<file path="config.mk">
export PLATFORM = sky130hd
export DESIGN_NAME = key_event_gen
export DESIGN_NICKNAME = d
export VERILOG_FILES = /design/src/rtl/key_event_gen.sv
export SDC_FILE = /design/constraint.sdc
export NUM_CORES = 1
export LEC_CHECK = 0
export CORE_MARGIN = 5
export CORE_UTILIZATION = 63
export CTS_CLUSTER_DIAMETER = 80
export DETAILED_ROUTE_END_ITERATION = 10
export PLACE_DENSITY = 0.84
export RECOVER_POWER = 50
export SYNTH_ARGS = -nofsm -noshare
export SYNTH_HDL_FRONTEND = slang
export SYNTH_SLANG_ARGS = --single-unit
</file>
<file path="constraint.sdc">
create_clock -name clk -period 3 [get_ports clk]
set_input_delay 0.45 -clock clk [delete_from_list [all_inputs] [get_ports clk]]
set_output_delay 0.45 -clock clk [all_outputs]
set_load 0.1 [all_outputs]
</file>
<file path="src/rtl/key_event_gen.sv">
// key_event_gen: per-channel push-button conditioner.
// Each raw input goes through a two-flop synchroniser and a debounce counter.
// Accepted edges produce one-cycle press/release pulses. A keyboard-style
// auto-repeat strobe fires on press, again after a hold delay, and then at a
// fixed rate while the button stays down.
// The release/repeat strobes are named release_pulse/repeat_pulse because
// "release" and "repeat" are reserved words in SystemVerilog.
module key_event_gen #(
  parameter int CLK_FREQ        = 10,
  parameter int N               = 4,
  parameter int DEBOUNCE_US     = 10000,
  parameter int REPEAT_DELAY_US = 500000,
  parameter int REPEAT_RATE_US  = 100000
) (
  input  logic         clk,
  input  logic         rst_n,
  input  logic [N-1:0] btn_i,
  output logic [N-1:0] btn_o,
  output logic [N-1:0] press,
  output logic [N-1:0] release_pulse,
  output logic [N-1:0] repeat_pulse
);

  localparam int D      = CLK_FREQ * DEBOUNCE_US;
  localparam int P      = CLK_FREQ * REPEAT_DELAY_US;
  localparam int R      = CLK_FREQ * REPEAT_RATE_US;
  localparam int PR_MAX = (P > R) ? P : R;
  localparam int CW     = $clog2(D + 1);
  localparam int TW     = (PR_MAX > 1) ? $clog2(PR_MAX) : 1;

  typedef enum logic [1:0] {
    S_IDLE,
    S_DELAY,
    S_REPEAT
  } state_t;

  logic [N-1:0] meta;
  logic [N-1:0] sync;

  // Two-flop synchroniser for the asynchronous button inputs.
  always_ff @(posedge clk or negedge rst_n) begin
    if (!rst_n) begin
      meta <= '0;
      sync <= '0;
    end else begin
      meta <= btn_i;
      sync <= meta;
    end
  end

  for (genvar g = 0; g < N; g++) begin : g_ch
    logic [CW-1:0] cnt;
    logic          lvl;
    logic          prs;
    logic          rls;
    logic          rpt;
    logic          differ;
    logic          accept;
    logic          rise;
    logic          fall;
    state_t        state;
    state_t        state_next;
    logic [TW-1:0] timer;
    logic [TW-1:0] timer_next;
    logic          rpt_next;

    // A change is accepted on the D-th consecutive sample that disagrees
    // with the stable level; rise/fall are that same-edge decision.
    assign differ = sync[g] ^ lvl;
    assign accept = differ && (cnt == CW'(D - 1));
    assign rise   = accept && sync[g];
    assign fall   = accept && !sync[g];

    // Debounce counter, stable level and registered press/release pulses.
    always_ff @(posedge clk or negedge rst_n) begin
      if (!rst_n) begin
        cnt <= '0;
        lvl <= 1'b0;
        prs <= 1'b0;
        rls <= 1'b0;
      end else begin
        prs <= rise;
        rls <= fall;
        if (!differ || accept) begin
          cnt <= '0;
        end else begin
          cnt <= cnt + 1'b1;
        end
        if (accept) begin
          lvl <= sync[g];
        end
      end
    end

    // Auto-repeat state, timer and registered repeat strobe.
    always_ff @(posedge clk or negedge rst_n) begin
      if (!rst_n) begin
        state <= S_IDLE;
        timer <= '0;
        rpt   <= 1'b0;
      end else begin
        state <= state_next;
        timer <= timer_next;
        rpt   <= rpt_next;
      end
    end

    // Auto-repeat next state: an accepted fall beats a same-cycle expiry.
    always_comb begin
      state_next = state;
      timer_next = timer;
      rpt_next   = 1'b0;
      unique case (state)
        S_IDLE: begin
          if (rise) begin
            state_next = S_DELAY;
            timer_next = TW'(P - 1);
            rpt_next   = 1'b1;
          end
        end
        S_DELAY: begin
          if (fall) begin
            state_next = S_IDLE;
          end else if (timer == '0) begin
            state_next = S_REPEAT;
            timer_next = TW'(R - 1);
            rpt_next   = 1'b1;
          end else begin
            timer_next = timer - 1'b1;
          end
        end
        S_REPEAT: begin
          if (fall) begin
            state_next = S_IDLE;
          end else if (timer == '0) begin
            timer_next = TW'(R - 1);
            rpt_next   = 1'b1;
          end else begin
            timer_next = timer - 1'b1;
          end
        end
        default: begin
          state_next = S_IDLE;
        end
      endcase
    end

    assign btn_o[g]         = lvl;
    assign press[g]         = prs;
    assign release_pulse[g] = rls;
    assign repeat_pulse[g]  = rpt;
  end

endmodule
</file>
; Yosys cells after proc, flatten, opt, wreduce, memory -nomap -nowiden
; Index checks and enable logic that the tools add are counted.
[word_totals]
ff_bits = 192
out_inout_bits = 16
inputBits = 6
word_cells = 174
[op_classes]
n_bitwise = 4
n_reduce_logical = 48
eq_ne = 28
n_addsub = 8
n_mux = 56
[op_table]
columns = operator, n
row1 = 2-to-1 mux 23 bit, 12
row2 = one-hot mux 23 bit (2 select lines), 4
row3 = zero test 23 bit, 4
row4 = subtractor 23 x 1 -> 23 bit (second input constant), 4
row5 = adder 17 x 1 -> 17 bit (second input constant), 4
row6 = equality test 17 bit (second input constant), 4
row7 = 2-to-1 mux 17 bit, 4
row8 = 2-to-1 mux 2 bit, 16
row9 = != test 2 bit (second input constant), 12
row10 = one-hot mux 2 bit (3 select lines), 4
row11 = AND reduction 3 bit, 8
row12 = logical AND 1 bit, 12
row13 = 2-to-1 mux 1 bit, 12
row14 = != test 3 bit (second input constant), 4
row15 = equality test 2 x 1 -> 1 bit (second input constant), 4
row16 = equality test 2 bit (second input constant), 4
row17 = zero test 1 bit, 8
row18 = zero test 2 bit, 4
row19 = one-hot mux 1 bit (2 select lines), 4
row20 = nonzero test 2 bit, 4
row21 = OR reduction 2 bit, 4
row22 = logical OR 1 bit, 4
row23 = bitwise XOR 1 bit, 4

; Logic depth before layout (Yosys ltp)
[logic_depth]
ltp_word = 5
ltp_mapped = 10
ltp_nobuf = 8

; Worst setup path before layout
; No wires, ideal clock.
[synth_timing]
path_type = reg-to-reg
start = register g_ch[0].timer[0]
end = register g_ch[0].timer[12]
path_buffers = 2
t_required_ps = 2881
arrival_ps = 2499
period_less_slack_ps = 2618
path_stages_with_launch = 11
path_slack_ps = 382
setup_ps = 119
path_cell_list = dfrtp_1 > inv_1 > ha_1 > or3b_2 > clkbuf_1 > or4_1 > clkbuf_2 > or3_1 > o32a_1 > xnor2_1 > and2_1
[synth_between]
elab_chain_len = 4
word_cells_on_any_way = 5
cone_classes = add/sub (1) / mux (3) / reduce/logical (1)
[synth_lines]
columns = element, line
row1 = "start, declared", 63  ; logic [TW-1:0] timer;
row2 = "start signal, assigned", 103  ; timer <= timer_next;
row3 = subtractor 23 x 1 -> 23 bit / zero test 23 bit (equally long branches), n/a
row4 = 2-to-1 mux 23 bit *, "124, 135"
row5 = 2-to-1 mux 23 bit *, 122  ; if (fall) begin
row6 = one-hot mux 23 bit (2 select lines) *, 113  ; unique case (state)
; Mark *: on every way between the ends. The rest lies on a longest branch, timed or not. The select of a mux whose other input is x is not followed.
; A chain may end at the register's enable or synchronous reset.

; Worst setup path after layout
[layout_timing]
start = register g_ch[1].cnt[12]
end = register g_ch[1].timer[4]
[layout_between]
elab_chain_len = 5
word_cells_on_any_way = 7
cone_classes = eq/ne (3) / reduce/logical (4)
[layout_lines]
columns = element, line
row1 = "start, declared", 52  ; logic [CW-1:0] cnt;
row2 = "start signal, assigned", 87  ; cnt <= cnt + 1'b1;
row3 = equality test 17 bit *, 70  ; assign accept = differ && (cnt == CW'(D - 1));
row4 = logical AND 1 bit *, 70
row5 = logical AND 1 bit (on tied branches), "72, 71"
row6 = != test 2 bit (no line), n/a
row7 = AND reduction 3 bit (no line) *, n/a
row8 = "end signal, assigned", 103
row9 = "end, declared", 63
; Mark *: on every way between the ends. The rest lies on a longest branch, timed or not.

==> impl_metrics.ini <==
[run_status]
status = complete, but fails checks
violations = capacitance limit, slew limit

[min_path]
hp-class = reg -> reg

[timing]
period_share_pct = 94.7
setup_viol = 0
hold_violations = 0
final.setup_skew_ns = 0.00825
finalMaxSlewViolations = 71
holdWs_ns = 0.350
grt_setup_unrepaired = false
clock.fmax_mhz = 352
layout_min_cycle_time_ns = 2.84
maxSlewHeadroom_pct = -15.7
fin_tns_setup_ns = 0
tightest_slew_ns = 1.74

[logic_synthesis]
yosys_warnings = 0
avgSynthCellArea_um2 = 9.34
synth.most_common_cell = dfrtp_1
syn_inst = 1106
ys.flop_type = dfrtp_1
yosysTopAreaCellShare_pct = 46.5
synth-edff-count = 0
synth-seq-area-share_pct = 46.5
yosys.area_share.adder_pct = 3.39
ys_ff_latch = 192
ys_top_cells_by_count = dfrtp_1 (192), nor2_1 (150), nand2_1 (88)
synth_xor_area_share_pct = 8.82
synth_mux_area_share_pct = 0.702
synthesis.nets = 1140
synth_area_um2 = 10300
yosysTopAreaCell = dfrtp_1
synth_area_leaders = dfrtp_1 (47%), nor2_1 (5.4%), xnor2_1 (4.7%)
async_reset_ff_share_pct = 100
synth_top_family_by_area = simple AND/OR/NAND/NOR gates
yosysUniqueCellTypes = 79
synth_simple_gate_area_share_pct = 24.9
synth_compound_area_share_pct = 11.4

[cells_and_area]
num_antenna_cells = 0
finalNetCount = 1150
layout-drive-gt1-share_pct = 8.15
ff_latch_area_um2 = 4800
syn_to_final_growth_pct = 8.66
fillCellCount = 1254
multi_input_area_um2 = 5090

[route]
drt.antenna.violating_nets = 0
firstDrtPassIters = 5
drc_errors = 0
drt-initial-drc-count = 625
vias = 8086
wl_mm = 21.0
viasPerCell = 6.01
avgRoutedWirePerCell_um = 15.6

[power_and_ir_drop]
power_density_nw_per_um2 = 441
ir_drop_v = 0.000451
power.leakage_nw = 5.39

[clock_network]
cts_buffers = 17
cts_max_level = 4
hold_buffers = 0
clock-sinks = 192
clk_path_buf_depth = 2
clkTransAtPathRegs_ns = 0.07
clk_latency_ns = 0.44
cts_tree = yes
root_buffer = clkbuf_16
cts_resized = 0
post-cts-setup-buffers = 0

[grt]
global_route.usage.met2_pct = 36.6
grt_pass1_vias = 7754
use_met3_pct = 4.14
grt-busiest-layer = met2
grt_use_met1_pct = 30.5
overflow = 0
antenna_found_initial = 0
grt_pass1_wl_mm = 36.0
grt_start_max_net_pins = 71
grt_use_total_pct = 22.1

[critical_path]
end_kind = flop
reg2reg_slack_ns = 0.16
r2r-start = g_ch[1].cnt[12]
critPathMaxFanout = 14
critical_path_class = reg -> reg
reg2regPathDepth = 6
timing.rr.end = g_ch[1].timer[4]
crit_arrival_ns = 3.15
setup.worst_path.start_class = flop
crit_path_end = g_ch[1].timer[4]
cp.required_ns = 3.31
setup.worst_path.start = g_ch[1].cnt[12]

[floorplan]
num_rows = 46
die_area_um2 = 19100
die_x_um = 138
io-pin-count = 22
core_area_um2 = 16000
die_height_um = 138
start_util_pct = 64.6

[placement]
portBuffers = 21
gp_congestion = 0.928
dp_hpwl_mm = 14.1

[job]
cap_violations = 1
per-stage QoR:
| step | std cells | power, W | setup WS [ns] | util [%] | cell area (um2) |
|---|---|---|---|---|---|
| after floorplan | 1106 | 0.00271 | 0.382 | - | 10300 |
| after global placement | 1313 | 0.00278 | 0.178 | 66.7 | 10700 |
| after detailed placement | 1313 | 0.00279 | 0.115 | 66.7 | 10700 |
| after CTS | 1345 | 0.00501 | 0.0536 | 70.3 | 11200 |
| after global routing | 1345 | 0.00512 | 0.0310 | 70.2 | 11200 |
| final | 1345 | 0.00495 | 0.160 | 70.2 | 11200 |
power breakdown:
part | total, W | leakage, nW | internal [W] | switching (W)
logic | 0.000104 | 2.46 | 0.0000231 | 0.0000811
registers | 0.00263 | 2.65 | 0.00261 | 0.0000197
clock network | 0.00222 | 0.274 | 0.00123 | 0.000992
layout make-up:
cell class	instances	area share [%]
clock buffer	19	3.86
inverter	46	1.54
timing repair buffer	42	2.80
multi-input combinational	817	45.4
sequential	192	42.8
tap	216	2.41
clock inverter	13	1.23
cells in the final DEF, fill, tap and decap left out, drive strengths merged, types with 6 or more instances in the layout:
cell type and instances:
nand3 55, nand4 14, and4 7, o21ai 46, and3 24, or4 18
o211ai 6, a2111oi 6, a21boi 6, nor4 30, nor3 40, xor2 48
mux2i 6, a31oi 10, or2 6, o21a 6, nand2b 11, ha 28
buf 33, a211oi 7, inv 49, dfrtp 192, clkbuf 24, a21oi 39
nor2b 7, nor2 152, a22o 10, xnor2 56, or3 23, nand2 89
sequential cells by signal, indices dropped and copies added, names as in the netlist:
register    cells
g_ch.cnt       68
g_ch.lvl        4
g_ch.prs        4
g_ch.rls        4
g_ch.rpt        4
g_ch.state      8
g_ch.timer     92
meta            4
sync            4
layer usage:
metal	part of all wire (%)	wire, um
met1	45	9550
met3	4.5	939
met5	0	0
met2	49	10300
met4	1.1	236
critical path, cell delays in order, from the launching register on:
cell     delay (ns)
dfrtp_1        0.43
or4b_1         0.55
or4_1          0.59
mux2i_4        0.49
o21ai_2        0.15
o21a_1         0.19
or3_1          0.33
how the worst min path moves through the flow:
stage            start                to  slack, ns  cells past startpoint
2_1_floorplan    rst_n    g_ch[0].cnt[0]       0.15                      0
6_report       meta[0]           sync[0]       0.35                      0
4_1_cts          rst_n  g_ch[2].state[1]       0.03                      1
3_5_place_dp   meta[0]           sync[0]       0.34                      0
3_3_place_gp   meta[1]           sync[1]       0.33                      0
5_1_grt        meta[2]           sync[2]       0.37                      0
cells by family (layout without fill, tap and decap cells):
kind of cell,Yosys count,in the layout
AO/OA/AOI/OAI,174,174
XOR/XNOR,104,104
adder cells (fa/ha/maj),28,28
buffers and inverters,97,120
flip-flops,192,192
multiplexers,6,6
AND/OR/NAND/NOR,505,505
Power figures use the tool's default switching activity.
